`config.mk`:
```
export PLATFORM = sky130hd
export DESIGN_NAME = rx_gear_align
export DESIGN_NICKNAME = d
export VERILOG_FILES = /design/src/rtl/pcie_gear_pkg.sv /design/src/rtl/rx_gear_align.sv
export SDC_FILE = /design/constraint.sdc
export NUM_CORES = 1
export LEC_CHECK = 0
export CAP_MARGIN = 20
export CORE_AREA = 2 2 72 67
export DETAILED_ROUTE_END_ITERATION = 16
export DIE_AREA = 0 0 74 69
export PLACE_DENSITY = 0.76
export SYNTH_ARGS = -nofsm -noshare
export SYNTH_HDL_FRONTEND = slang
export SYNTH_SLANG_ARGS = --single-unit
```
`constraint.sdc`:
```
create_clock -name clk_250 -period 1.6 [get_ports clk_250]
set_input_delay 0.24 -clock clk_250 [delete_from_list [all_inputs] [get_ports clk_250]]
set_output_delay 0.24 -clock clk_250 [all_outputs]
set_load 0.005 [all_outputs]
```
`src/rtl/pcie_gear_pkg.sv`:
```
// Shared gearbox definitions: FSM state encodings, COM/IDLE symbols and symbol bit positions.
// Used by the Rx alignment bridge and the Tx-side gearing logic.
package pcie_gear_pkg;

  typedef enum logic [1:0] {
    ST_DISABLED = 2'd0,
    ST_SETTLE   = 2'd1,
    ST_HUNT     = 2'd2,
    ST_LOCKED   = 2'd3
  } gear_state_e;

  localparam int         K_BIT       = 8;
  localparam int         STAT_BIT    = 9;
  localparam logic [7:0] COM_SYM_DEF = 8'hBC;
  // Electrical-idle marker: status bit set, everything else clear.
  localparam logic [9:0] IDLE_SYM    = 10'(1 << STAT_BIT);

endpackage

```
`src/rtl/rx_gear_align.sv`:
```
// Rx symbol gearbox: packs one 10-bit symbol per clk_250 into COM-aligned 20-bit pairs.
// Optional saturating realign counter when RX_GEAR_ALIGN_STATS_EN is defined.
module rx_gear_align
  import pcie_gear_pkg::*;
#(
  parameter int         GWIDTH     = 20,
  parameter logic [7:0] COM_SYM    = COM_SYM_DEF,
  parameter int         SETTLE_CYC = 8
) (
  input  logic                clk_250,
  input  logic                rst,
  input  logic                drate_enable,
  input  logic [GWIDTH/2-1:0] data_in,
  output logic [GWIDTH-1:0]   data_out,
  output logic                data_valid,
  output logic                locked,
  output logic                realign
`ifdef RX_GEAR_ALIGN_STATS_EN
  ,output logic [7:0]         realign_cnt
`endif
);

  localparam int              SW          = GWIDTH / 2;
  localparam logic [SW-1:0]   IDLE        = SW'(IDLE_SYM);
  localparam logic [4:0]      SETTLE_LAST = 5'(SETTLE_CYC - 1);

  gear_state_e       state_q, state_d;
  logic [4:0]        cnt_q, cnt_d;
  logic              phase_q, phase_d;
  logic [SW-1:0]     lower_q, lower_d;
  logic [GWIDTH-1:0] data_out_q, data_out_d;
  logic              valid_q, valid_d;
  logic              locked_q, locked_d;
  logic              realign_q, realign_d;
  logic              is_com;

  assign is_com = data_in[K_BIT] & (data_in[7:0] == COM_SYM);

  always_comb begin
    state_d    = state_q;
    cnt_d      = cnt_q;
    phase_d    = phase_q;
    lower_d    = lower_q;
    data_out_d = data_out_q;
    valid_d    = 1'b0;
    locked_d   = locked_q;
    realign_d  = 1'b0;
    if (!drate_enable) begin
      // Dropping enable abandons any half-built pair and parks the outputs at idle.
      state_d    = ST_DISABLED;
      cnt_d      = '0;
      phase_d    = 1'b0;
      lower_d    = IDLE;
      data_out_d = {IDLE, IDLE};
      locked_d   = 1'b0;
    end else begin
      case (state_q)
        ST_DISABLED: begin
          state_d = ST_SETTLE;
          cnt_d   = '0;
        end
        ST_SETTLE: begin
          cnt_d = cnt_q + 5'd1;
          if (cnt_d == SETTLE_LAST) state_d = ST_HUNT;
        end
        ST_HUNT: begin
          if (is_com) begin
            lower_d  = data_in;
            phase_d  = 1'b1;
            locked_d = 1'b1;
            state_d  = ST_LOCKED;
          end
        end
        ST_LOCKED: begin
          if (!phase_q) begin
            lower_d = data_in;
            phase_d = 1'b1;
          end else if (is_com) begin
            // COM on the upper slot: slip one symbol so it becomes the new lower half.
            lower_d   = data_in;
            realign_d = 1'b1;
          end else begin
            data_out_d = {data_in, lower_q};
            valid_d    = 1'b1;
            phase_d    = 1'b0;
          end
        end
        default: state_d = ST_DISABLED;
      endcase
    end
  end

  always_ff @(posedge clk_250 or posedge rst) begin
    if (rst) begin
      state_q    <= ST_DISABLED;
      cnt_q      <= '0;
      phase_q    <= 1'b0;
      lower_q    <= IDLE;
      data_out_q <= {IDLE, IDLE};
      valid_q    <= 1'b0;
      locked_q   <= 1'b0;
      realign_q  <= 1'b0;
    end else begin
      state_q    <= state_d;
      cnt_q      <= cnt_d;
      phase_q    <= phase_d;
      lower_q    <= lower_d;
      data_out_q <= data_out_d;
      valid_q    <= valid_d;
      locked_q   <= locked_d;
      realign_q  <= realign_d;
    end
  end

  assign data_out   = data_out_q;
  assign data_valid = valid_q;
  assign locked     = locked_q;
  assign realign    = realign_q;

`ifdef RX_GEAR_ALIGN_STATS_EN
  logic [7:0] realign_cnt_q, realign_cnt_d;

  always_comb begin
    realign_cnt_d = realign_cnt_q;
    if (state_d == ST_DISABLED) realign_cnt_d = '0;
    else if (realign_d && (realign_cnt_q != 8'hFF)) realign_cnt_d = realign_cnt_q + 8'd1;
  end

  always_ff @(posedge clk_250 or posedge rst) begin
    if (rst) realign_cnt_q <= '0;
    else     realign_cnt_q <= realign_cnt_d;
  end

  assign realign_cnt = realign_cnt_q;
`endif

endmodule

```
Word level (Yosys, flattened, before mapping)

Index checks and enable logic that the tools add are counted.

Mux-type cells: 28
Reduce and logical (&&, ||, !) cells: 5
Bitwise gates (word level): 1
Equality and inequality tests: 15
Add/subtract/negate cells: 1

Operators by type and width:

| kind                  | count |
|---|---|
| $mux W20              | 4 |
| $mux W10              | 3 |
| $pmux W10 S2          | 1 |
| $mux W1               | 13 |
| $pmux W5 S2           | 1 |
| $eq A8 B8 Y1 const B  | 1 |
| $ne A2 B1 Y1 const B  | 4 |
| $mux W2               | 3 |
| $ne A3 B1 Y1 const B  | 2 |
| $ne A3 B3 Y1 const B  | 2 |
| $pmux W2 S3           | 1 |
| $reduce_and A3 Y1     | 2 |
| $add A5 B1 Y5 const B | 1 |
| $eq A5 B3 Y1 const B  | 1 |
| $mux W5               | 1 |
| $eq A2 B2 Y1 const B  | 2 |
| $ne A4 B1 Y1 const B  | 1 |
| $reduce_and A2 Y1     | 2 |
| $eq A2 B1 Y1 const B  | 1 |
| $logic_not A2 Y1      | 1 |
| $ne A2 B2 Y1 const B  | 1 |
| $pmux W1 S2           | 1 |
| $and A1 B1 Y1         | 1 |

Output and inout port bits: 23
Register bits: 41

Logic depth before layout (Yosys ltp)

Gate-level depths: netlist of run 1.

Word-level depth: 6
Depth in mapped cells: 7

Worst setup path after synthesis of run 1

OpenSTA, ideal clock, no wires.

Path type: reg-to-reg
From: register cnt_q[0]
To: register state_q[1]
Required time: 1.471 ns
Library setup time: 0.129 ns
Stages on the path, launching flop included: 6
Setup slack: -0.047 ns
Path buffers: 0
Clock period less this slack: 1.647 ns
Data arrival time: 1.518 ns
Cells stage by stage: dfrtp_1 ha_1 or4bb_1 o311ai_0 o2111ai_1 mux2i_1

Longest elaborated chain between the ends: 4

RTL lines:

| what                        | RTL line             | text |
|---|---|---|
| start: declaration          | rx_gear_align.sv:28  | `logic [4:0] cnt_q, cnt_d;` |
| start signal: assignment    | rx_gear_align.sv:105 | `cnt_q <= cnt_d;` |
| $add A5 B1 Y5               | rx_gear_align.sv:63  | `cnt_d = cnt_q + 5'd1;` |
| $eq A5 B3 Y1                | rx_gear_align.sv:64  | `if (cnt_d == SETTLE_LAST) state_d = ST_HUNT;` |
| $ne A3 B3 Y1 (no line)      | n/a                  |  |
| $reduce_and A3 Y1 (no line) | n/a                  |  |
| end signal: assignment      | rx_gear_align.sv:104 | `state_q <= state_d;` |
| end: declaration            | rx_gear_align.sv:27  | `gear_state_e state_q, state_d;` |

Every way passes these cells.
A chain may end at the register's enable or synchronous reset.

Worst setup path after layout of run 1

From: register cnt_q[0]
To: register state_q[0]

The elaborated chain is that of the path after synthesis.

==> results of run 1 <==
==> cell type report <==
class | instances | area share [%]
Sequential cell | 41 | 36.13
Tap cell | 62 | 2.722
Multi-Input combinational cell | 113 | 32.66
Clock inverter | 2 | 0.4829
Timing Repair Buffer | 71 | 23.66
Clock buffer | 6 | 2.897
Inverter | 11 | 1.449
==> logic make-up (layout without fill, tap and decap cells) <==
kind of cell	after synthesis	count (layout)	share of synthesized area, %
AND/OR/NAND/NOR	50	50	13.97
AO/OA/AOI/OAI	44	44	18.03
adder cells (fa/ha/maj)	6	6	3.809
XOR/XNOR	1	1	0.4445
flip-flops	41	41	52.25
multiplexers	12	12	6.159
buffers and inverters	20	90	5.333
==> per-stage QoR <==
| stage | hold slack (ns) | setup TNS, ns | setup slack, ns |
|---|---|---|---|
| floorplan | 0.3385 | -0.04856 | -0.02619 |
| global placement | 0.4584 | -10.56 | -0.3331 |
| detailed placement | 0.4713 | -11.21 | -0.3736 |
| CTS | 0.3050 | -0.2910 | -0.1294 |
| global route | 0.3218 | -2.286 | -0.2458 |
| finish | 0.2927 | -0.6394 | -0.1640 |
==> report_power, final <==
part / switching [mW] / total (mW) / internal (mW)
Combinational: 0.351 / 0.750 / 0.398
Clock: 0.368 / 0.718 / 0.350
Sequential: 0.0877 / 1.20 / 1.11
Total: 0.808 / 2.66 / 1.86
==> cell usage after synthesis (all sizes together) <==
cell,number
a21boi,4
a21o,1
a21oi,4
a22o,17
a22oi,3
a32o,1
and2,2
and3b,1
buf,5
clkbuf,4
dfrtp,38
dfstp,3
ha,6
inv,11
mux2,1
mux2i,11
nand2,20
nand2b,3
nand3,4
nand3b,2
nand4,1
nand4b,1
nor2,5
nor2b,4
nor3,1
nor3b,1
o2111ai,2
o21a,2
o21ai,5
o311ai,1
o31ai,4
or3,3
or3b,1
or4bb,1
xor2,1
==> layout by cell type (no fill, tap or decap), types with 4 or more instances in the layout <==
cell type | netlist | routed
dfrtp_1 | 38 | 38
clkdlybuf4s50_1 | 0 | 31
buf_4 | 1 | 28
nand2_1 | 20 | 20
a22o_2 | 16 | 16
mux2i_1 | 11 | 11
inv_1 | 11 | 11
clkbuf_8 | 0 | 6
o21ai_0 | 5 | 5
a21oi_1 | 4 | 4
nand3_1 | 4 | 4
nor2_1 | 5 | 4
nor2b_1 | 4 | 4
buf_6 | 1 | 4
==> worst max-delay path: stages, from the launching register on <==
cell	delay (ns)
dfrtp_1	0.39
buf_6	0.11
ha_4	0.12
or4bb_4	0.56
o31ai_4	0.09
o2111ai_2	0.15
a32o_1	0.24
==> state kept, by name, indices dropped and copies added, names as in the netlist <==
signal      cells
lower_q        10
realign         1
data_valid      1
phase_q         1
locked          1
data_out       20
cnt_q           5
state_q         2
==> layer usage <==
layer	up-vias	GRT usage [%]
met2	43	29.86
li1	764	-
met4	0	7.475
met1	788	24.86
met3	6	4.386
met5	-	0
==> what timing repair did <==
item,in CTS,in global routing
pin swaps,6,7
setup buffers,4,3
hold buffers,0,0
setup endpoints to repair,29,34
gates cloned,2,0
resized for setup,11,14
==> path summary, 6_finish.rpt <==
kind	startpoint	to	slack, ns	depth (start not counted)
min reg2reg	lower_q[9]	data_out[9]	0.48	2
min	rst	data_out[0]	0.29	3
max reg2reg	cnt_q[0]	state_q[0]	-0.16	6
max in group asynchronous	rst	data_out[9]	1.04	3
max	cnt_q[0]	state_q[0]	-0.16	6
min in group clk_250	data_in[0]	data_out[10]	0.43	3
==> out/metrics.cfg, run 1 <==
[timing]
skew_ns = 0.005462
worstMarginPinSlew_ns = 0.5343
final_max_slew_viol_count = 0
slew_headroom_pct = 64.06
min_period_ns = 1.764
period_share_pct = 110.2
setup_viol = 12
setup_slack_ns = -0.1640
max_freq_mhz = 566.9
rsz0062_at_grt = yes
hold_viol = 0

[clock_tree]
cts.sinks = 41
numCtsBuffers = 5
clkSlewWorstSetupHoldPaths_ns = 0.08
cts_tree = yes
clockBufferDepth = 2
cts-htree-levels = 2
clk_latency_ns = 0.30
root_buffer = clkbuf_8

[logic_synthesis]
netlist_area_um2 = 1971
synth.distinct_cells = 40
synth-seq-area-share_pct = 52.25
synthCells = 174
yosysWarnings = 0
avgSynthCellArea_um2 = 11.33
synth_area_leader_cell = dfrtp_1
synth_top_cell_area_share_pct = 48.25
ys_ff_latch = 41
syn-num-nets = 193
synthTopCellsByArea = dfrtp_1 48%, a22o_2 8.1%, mux2i_1 5.6%

[detailed_routing]
drt_pass1_iterations = 4
wl_um = 4606
drt-met1-wl_um = 2099
post-route-drc-count = 0
num_vias = 1601
dr.max_layer_used = met4
avgRoutedWirePerCell_um = 15.05
ant_nets = 0
wl_met3_um = 175
vias_per_cell = 5.232
drt-initial-drc-count = 92
wl_met2_um = 2273

[placed_design]
dpl.cell_count = 289
dp_hpwl_um = 3126
dpl-instance-area_um2 = 2565
gp_congestion = 0.7939
port_buffers = 35

[layout]
layout-drive-gt1-share_pct = 32.38
area_growth_pct = 44.63
regArea_um2 = 1030
fin_nets = 262
layoutNonFillerInstCount = 306
design_area_um2 = 2850
fin_util_pct = 65.59
num_antenna_cells = 0
nFillCells = 330
multi_input_area_um2 = 930.9

[power]
design_power_total_mw = 2.663
p_per_area_nw_per_um2 = 934.3
ir_worst_vdd_mv = 0.7970
p_leak_nw = 1.341

[run]
drv_cap = 0

[setup_path]
worstSetupPathType = flop to flop
crit_arrival_ns = 1.95
critPathCaptureType = flop
critPathMaxFanout = 3
critical_path_required_ns = 1.79
critPathLaunchType = flop

[die]
fp.dieW_um = 74
die_h_um = 69
rows = 23
coreArea_um2 = 4345
io_pins = 36
start_util_pct = 45.35
dieArea_um2 = 5106

[global_routing]
grt_pass1_vias = 1573
grtUsageTotal_pct = 18.90
antenna_found_initial = 0
grt_pass1_wl_um = 7362
grt_max_degree = 42
globalRouteOverflowTotal = 0

[outcome]
violations = negative setup slack
status = complete, but fails checks

[worst_hold_path]
hp-class = primary input to asynchronous set/reset pin

Note: power is estimated with default switching activity, not from simulation.
==> run 2: changes to the inputs <==
CORE_AREA = 2 2 58 82   (was 2 2 72 67)
DIE_AREA = 0 0 60 84   (was 0 0 74 69)
==> out/metrics.cfg, run 2 (synthesis results as in run 1) <==
[placed_design]
dpl.cell_count = 285
port_buffers = 35
dp_hpwl_um = 3118
dp_slack_ns = -0.3630
gp_congestion = 0.8716

[detailed_routing]
ant_nets = 0
wl_um = 4633
vias_per_cell = 5.193
post-route-drc-count = 0
num_vias = 1563
drt_pass1_iterations = 4
drt-initial-drc-count = 52
avgRoutedWirePerCell_um = 15.39

[power]
power_frac_comb_pct = 25.8
intPower_mw = 1.930
switching_share_pct = 28.15
seq_power_share_pct = 44.1
design_power_total_mw = 2.686
power.switching_mw = 0.7560
p_leak_nw = 1.365
p_per_area_nw_per_um2 = 955.4
ir_worst_vdd_mv = 0.8514
clkPwrFrac_pct = 30.1

[setup_path]
critPathSlowestCell = or4bb_4
critPathCaptureType = flop
critPathMaxFanout = 3
crit_arrival_ns = 1.86
worstSetupPathType = flop to flop
crit_chain = ha_2 -> or4bb_4 -> o31ai_2 -> o2111ai_1 -> a32o_1
path_buf_inv = 0
rrSetupSlack_ns = -0.09
critPathMaxStageDelay_ns = 0.54
critPathLaunchType = flop
critical_path_required_ns = 1.78
path_delay_family = simple AND/OR/NAND/NOR gates

[timing]
min_period_ns = 1.687
fin_tns_setup_ns = -0.1631
hold_viol = 0
skew_ns = 0.004498
setup_slack_ns = -0.08702
setup_viol = 4
max_freq_mhz = 592.8
slew_headroom_pct = 74.59
rsz0062_at_grt = yes
period_share_pct = 105.4
final_max_slew_viol_count = 0
worstMarginPinSlew_ns = 0.3778
timing.hold.ws_ns = 0.2939

[layout]
layout-drive-gt1-share_pct = 30.13
num_antenna_cells = 0
regArea_um2 = 1030
final_cell_mix = 38 x dfrtp_1, 28 x clkdlybuf4s50_1, 26 x buf_4, 20 x nand2_1, 16 x a22o_2
nFillCells = 336
fin_nets = 257
largest_reg_flops = 20
multi_input_area_um2 = 894.6
layoutNonFillerInstCount = 301
final_common_cell = dfrtp_1
area_growth_pct = 42.67

[clock_tree]
root_buffer = clkbuf_8
numCtsBuffers = 5
cts-htree-levels = 2
clockBufferDepth = 2
clk_latency_ns = 0.29
cts_tree = yes
cts.sinks = 41
hold_buffers = 0
clkSlewWorstSetupHoldPaths_ns = 0.08

[global_routing]
use_met2_pct = 33.50
grt_pass1_wl_um = 7389
grt_util_met1_pct = 22.46
antenna_found_initial = 0
grt_max_degree = 42
globalRouteOverflowTotal = 0
busiest_layer = met2
grt_pass1_vias = 1604
met3_usage_pct = 3.101
grtUsageTotal_pct = 19.57

[outcome]
status = complete, but fails checks
violations = negative setup slack

[die]
die_h_um = 84
start_util_pct = 44.88
rows = 29
dieArea_um2 = 5040
fp.dieW_um = 60
coreArea_um2 = 4390
io_pins = 36

[run]
drv_cap = 0

[worst_hold_path]
hp-class = primary input to flop

[run 2: cell count changes in the layout (fill, tap and decap cells not counted), moves of 2 or more]
| cell | before | now |
|---|---|---|
| clkdlybuf4s50_1 | 31 | 28 |
| dlymetal6s2s_1 | 1 | 5 |
| o31ai_4 | 2 | 0 |
| buf_6 | 4 | 0 |
| buf_4 | 28 | 26 |
| buf_12 | 2 | 4 |
| ha_2 | 1 | 3 |
[run 2: path summary, 6_finish.rpt]
kind	endpoint	cells after the start	start
min in group asynchronous	data_valid	3	rst
setup / recovery	state_q[0]	5	cnt_q[0]
setup reg to reg	state_q[0]	5	cnt_q[0]
max in group asynchronous	lower_q[9]	3	rst
hold / removal	data_out[12]	2	data_in[2]
hold reg to reg	data_out[9]	2	lower_q[9]
[run 2: worst reg2reg max path, delay by kind of cell (launching register included)]
kind / cells / cell delay (ns)
adder cells (fa/ha/maj): 1 / 0.19
AND/OR/NAND/NOR: 1 / 0.54
AO/OA/AOI/OAI: 3 / 0.47
flip-flops: 1 / 0.38
[run 2: per-layer routing]
metal,wire (um),vias to the layer above,share of wire (%)
li1,-,743,-
met1,1852,767,40
met2,2514,41,54
met3,124,12,2.7
met4,142,0,3.1
met5,0,-,0
[run 2: per-stage QoR]
step | utilization [%] | cell area (um2)
after floorplan | - | 1973
after global placement | 58.31 | 2560
after detailed placement | 58.31 | 2560
after CTS | 61.93 | 2719
after global routing | 64.04 | 2811
final | 64.04 | 2811
[run 2: power groups by stage]
| stage | registers, mW | clock network, mW | logic (mW) |
|---|---|---|---|
| 6_report | 1.18 | 0.808 | 0.693 |
| 5_1_grt | 1.20 | 0.864 | 0.758 |
| 4_1_cts | 1.17 | 0.826 | 0.665 |
| 3_5_place_dp | 1.20 | 0 | 0.632 |
| 3_3_place_gp | 1.19 | 0 | 0.619 |
| 2_1_floorplan | 1.18 | 0 | 0.383 |
[run 2: repair_timing]
item | in CTS | in global routing
setup endpoints to repair | 30 | 36
pin swaps | 5 | 7
gates resized for setup | 5 | 16
buffers inserted | 5 | 2
gates cloned | 0 | 1
[run 2: cell type report]
cell class	instances	share of cell area, %
clock buffer	6	2.581
clock inverter	2	1.246
inverter	11	1.469
multi-input combinational	113	31.82
sequential	41	36.63
tap	62	2.759
timing repair buffer	66	23.50
==> run 3: changes to the inputs <==
SETUP_SLACK_MARGIN = 0.05   (was unset)
==> out/metrics.cfg, run 3 (synthesis results as in run 1) <==
[run]
drv_cap = 0

[clock_tree]
numCtsBuffers = 5
cts.sinks = 41
cts_tree = yes
clkSlewWorstSetupHoldPaths_ns = 0.08
clk_latency_ns = 0.29
hold_buffers = 0
root_buffer = clkbuf_8
clockBufferDepth = 2
cts-htree-levels = 2

[detailed_routing]
ant_nets = 0
drt_pass1_iterations = 4
wl_um = 4788
post-route-drc-count = 0
num_vias = 1567
wl_met2_um = 2656
drt-initial-drc-count = 89
dr.max_layer_used = met4
vias_per_cell = 5.172
wl_met3_um = 104
avgRoutedWirePerCell_um = 15.80
drt-met1-wl_um = 1888

[timing]
setup_viol = 2
hold_viol = 0
rsz0062_at_grt = yes
slew_headroom_pct = 74.40
max_freq_mhz = 587.7
skew_ns = 0.004400
worstMarginPinSlew_ns = 0.3807
setup_slack_ns = -0.1015
min_period_ns = 1.702
final_max_slew_viol_count = 0
fin_tns_setup_ns = -0.1805
period_share_pct = 106.3

[layout]
layout-drive-gt1-share_pct = 32.37
final_cell_mix = 37 x dfrtp_1, 27 x buf_4, 24 x clkdlybuf4s50_1, 20 x nand2_1, 16 x a22o_2
layoutNonFillerInstCount = 303
area_growth_pct = 45.21
design_area_um2 = 2861
largest_reg_flops = 20
final_common_cell = dfrtp_1
num_antenna_cells = 0
fin_nets = 259

[global_routing]
grt_max_degree = 42
grtUsageTotal_pct = 19.57
globalRouteOverflowTotal = 0
antenna_found_initial = 0
grt_pass1_wl_um = 7396
grt_pass1_vias = 1609

[die]
coreArea_um2 = 4390
die_h_um = 84
rows = 29
dieArea_um2 = 5040
io_pins = 36
start_util_pct = 44.88
fp.dieW_um = 60

[power]
ir_worst_vdd_mv = 0.8538
design_power_total_mw = 2.715
seq_power_share_pct = 43.8
power_frac_comb_pct = 26.3
p_per_area_nw_per_um2 = 948.8
switching_share_pct = 28.50
power.switching_mw = 0.7739
clkPwrFrac_pct = 29.9
p_leak_nw = 1.385
intPower_mw = 1.941

[outcome]
status = complete, but fails checks
violations = negative setup slack

[setup_path]
critPathSlowestCell = dfrtp_1
crit_arrival_ns = 1.87
critical_path_required_ns = 1.77
critPathLaunchType = flop
critPathCaptureType = flop
crit_chain = ha_2 -> buf_4 -> nand3b_1 -> o311ai_2 -> o2111ai_1 -> mux2i_1
path_delay_family = compound AO/OA/AOI/OAI gates
critPathMaxFanout = 3
worstSetupPathType = flop to flop
path_buf_inv = 1
critPathMaxStageDelay_ns = 0.40

[worst_hold_path]
hp-class = primary input to asynchronous set/reset pin

[placed_design]
dp_hpwl_um = 3118
dpl-instance-area_um2 = 2560
dp_slack_ns = -0.3630
gp_congestion = 0.8716
dpl.cell_count = 285
port_buffers = 35

-- run 3: cell types whose count changed in the layout (fill, tap and decap cells not counted), sizes merged --
cell           previous run  this run
buf                      30        31
dlygate4sd2               2         5
clkbuf                    7         8
dlymetal6s2s              5         6
clkdlybuf4s50            28        24
-- run 3: path summary, 6_finish.rpt --
check | startpoint | to | depth (start not counted) | slack, ns
worst max-delay path | cnt_q[1] | state_q[1] | 6 | -0.10
worst min-delay path | rst | data_valid | 3 | 0.31
worst max register to register | cnt_q[1] | state_q[1] | 6 | -0.10
worst min register to register | lower_q[9] | data_out[9] | 2 | 0.48
max in group asynchronous | rst | lower_q[9] | 3 | 1.04
min in group clk_250 | data_in[7] | lower_q[7] | 3 | 0.34
-- run 3: final cells by class --
class	count	area, um2
well taps	62	77.57
multi-input cells	113	912.1
clock inverters	2	35.03
fillers	330	1529
inverters	11	41.29
clock buffers	6	72.57
repair buffers	68	691.9
flip-flops and latches	41	1031
-- run 3: through the flow --
stage | utilization (%) | hold WS [ns]
6_report | 65.18 | 0.3071
5_1_grt | 65.18 | 0.3506
4_1_cts | 61.84 | 0.3132
3_3_place_gp | 58.31 | 0.4547
3_5_place_dp | 58.31 | 0.4727
2_1_floorplan | - | 0.3385
-- run 3: power by group through the flow --
stage,combinational [mW],sequential [mW],clock (mW)
2_1_floorplan,0.383,1.18,0
3_3_place_gp,0.619,1.19,0
3_5_place_dp,0.632,1.20,0
4_1_cts,0.664,1.17,0.826
5_1_grt,0.782,1.20,0.863
6_report,0.714,1.19,0.813
-- run 3: repair_timing --
item                       4_1_cts  5_1_grt
gates cloned                     0        2
resized for setup                8       21
setup buffers                    5        3
setup endpoints to repair       32       37
pin swaps                        4        7
-- run 3: worst reg2reg max path, cell delays in order (launching register included) --
cell and delay (ns):
dfrtp_1 0.40, ha_2 0.19, buf_4 0.13, nand3b_1 0.20, o311ai_2 0.30, o2111ai_1 0.21
mux2i_1 0.16
-- run 3: per-layer routing --
| metal | GRT usage (%) | vias up |
|---|---|---|
| met4 | 9.899 | 0 |
| met5 | 0 | - |
| met3 | 3.101 | 14 |
| met2 | 33.70 | 31 |
| met1 | 22.36 | 770 |
| li1 | - | 752 |
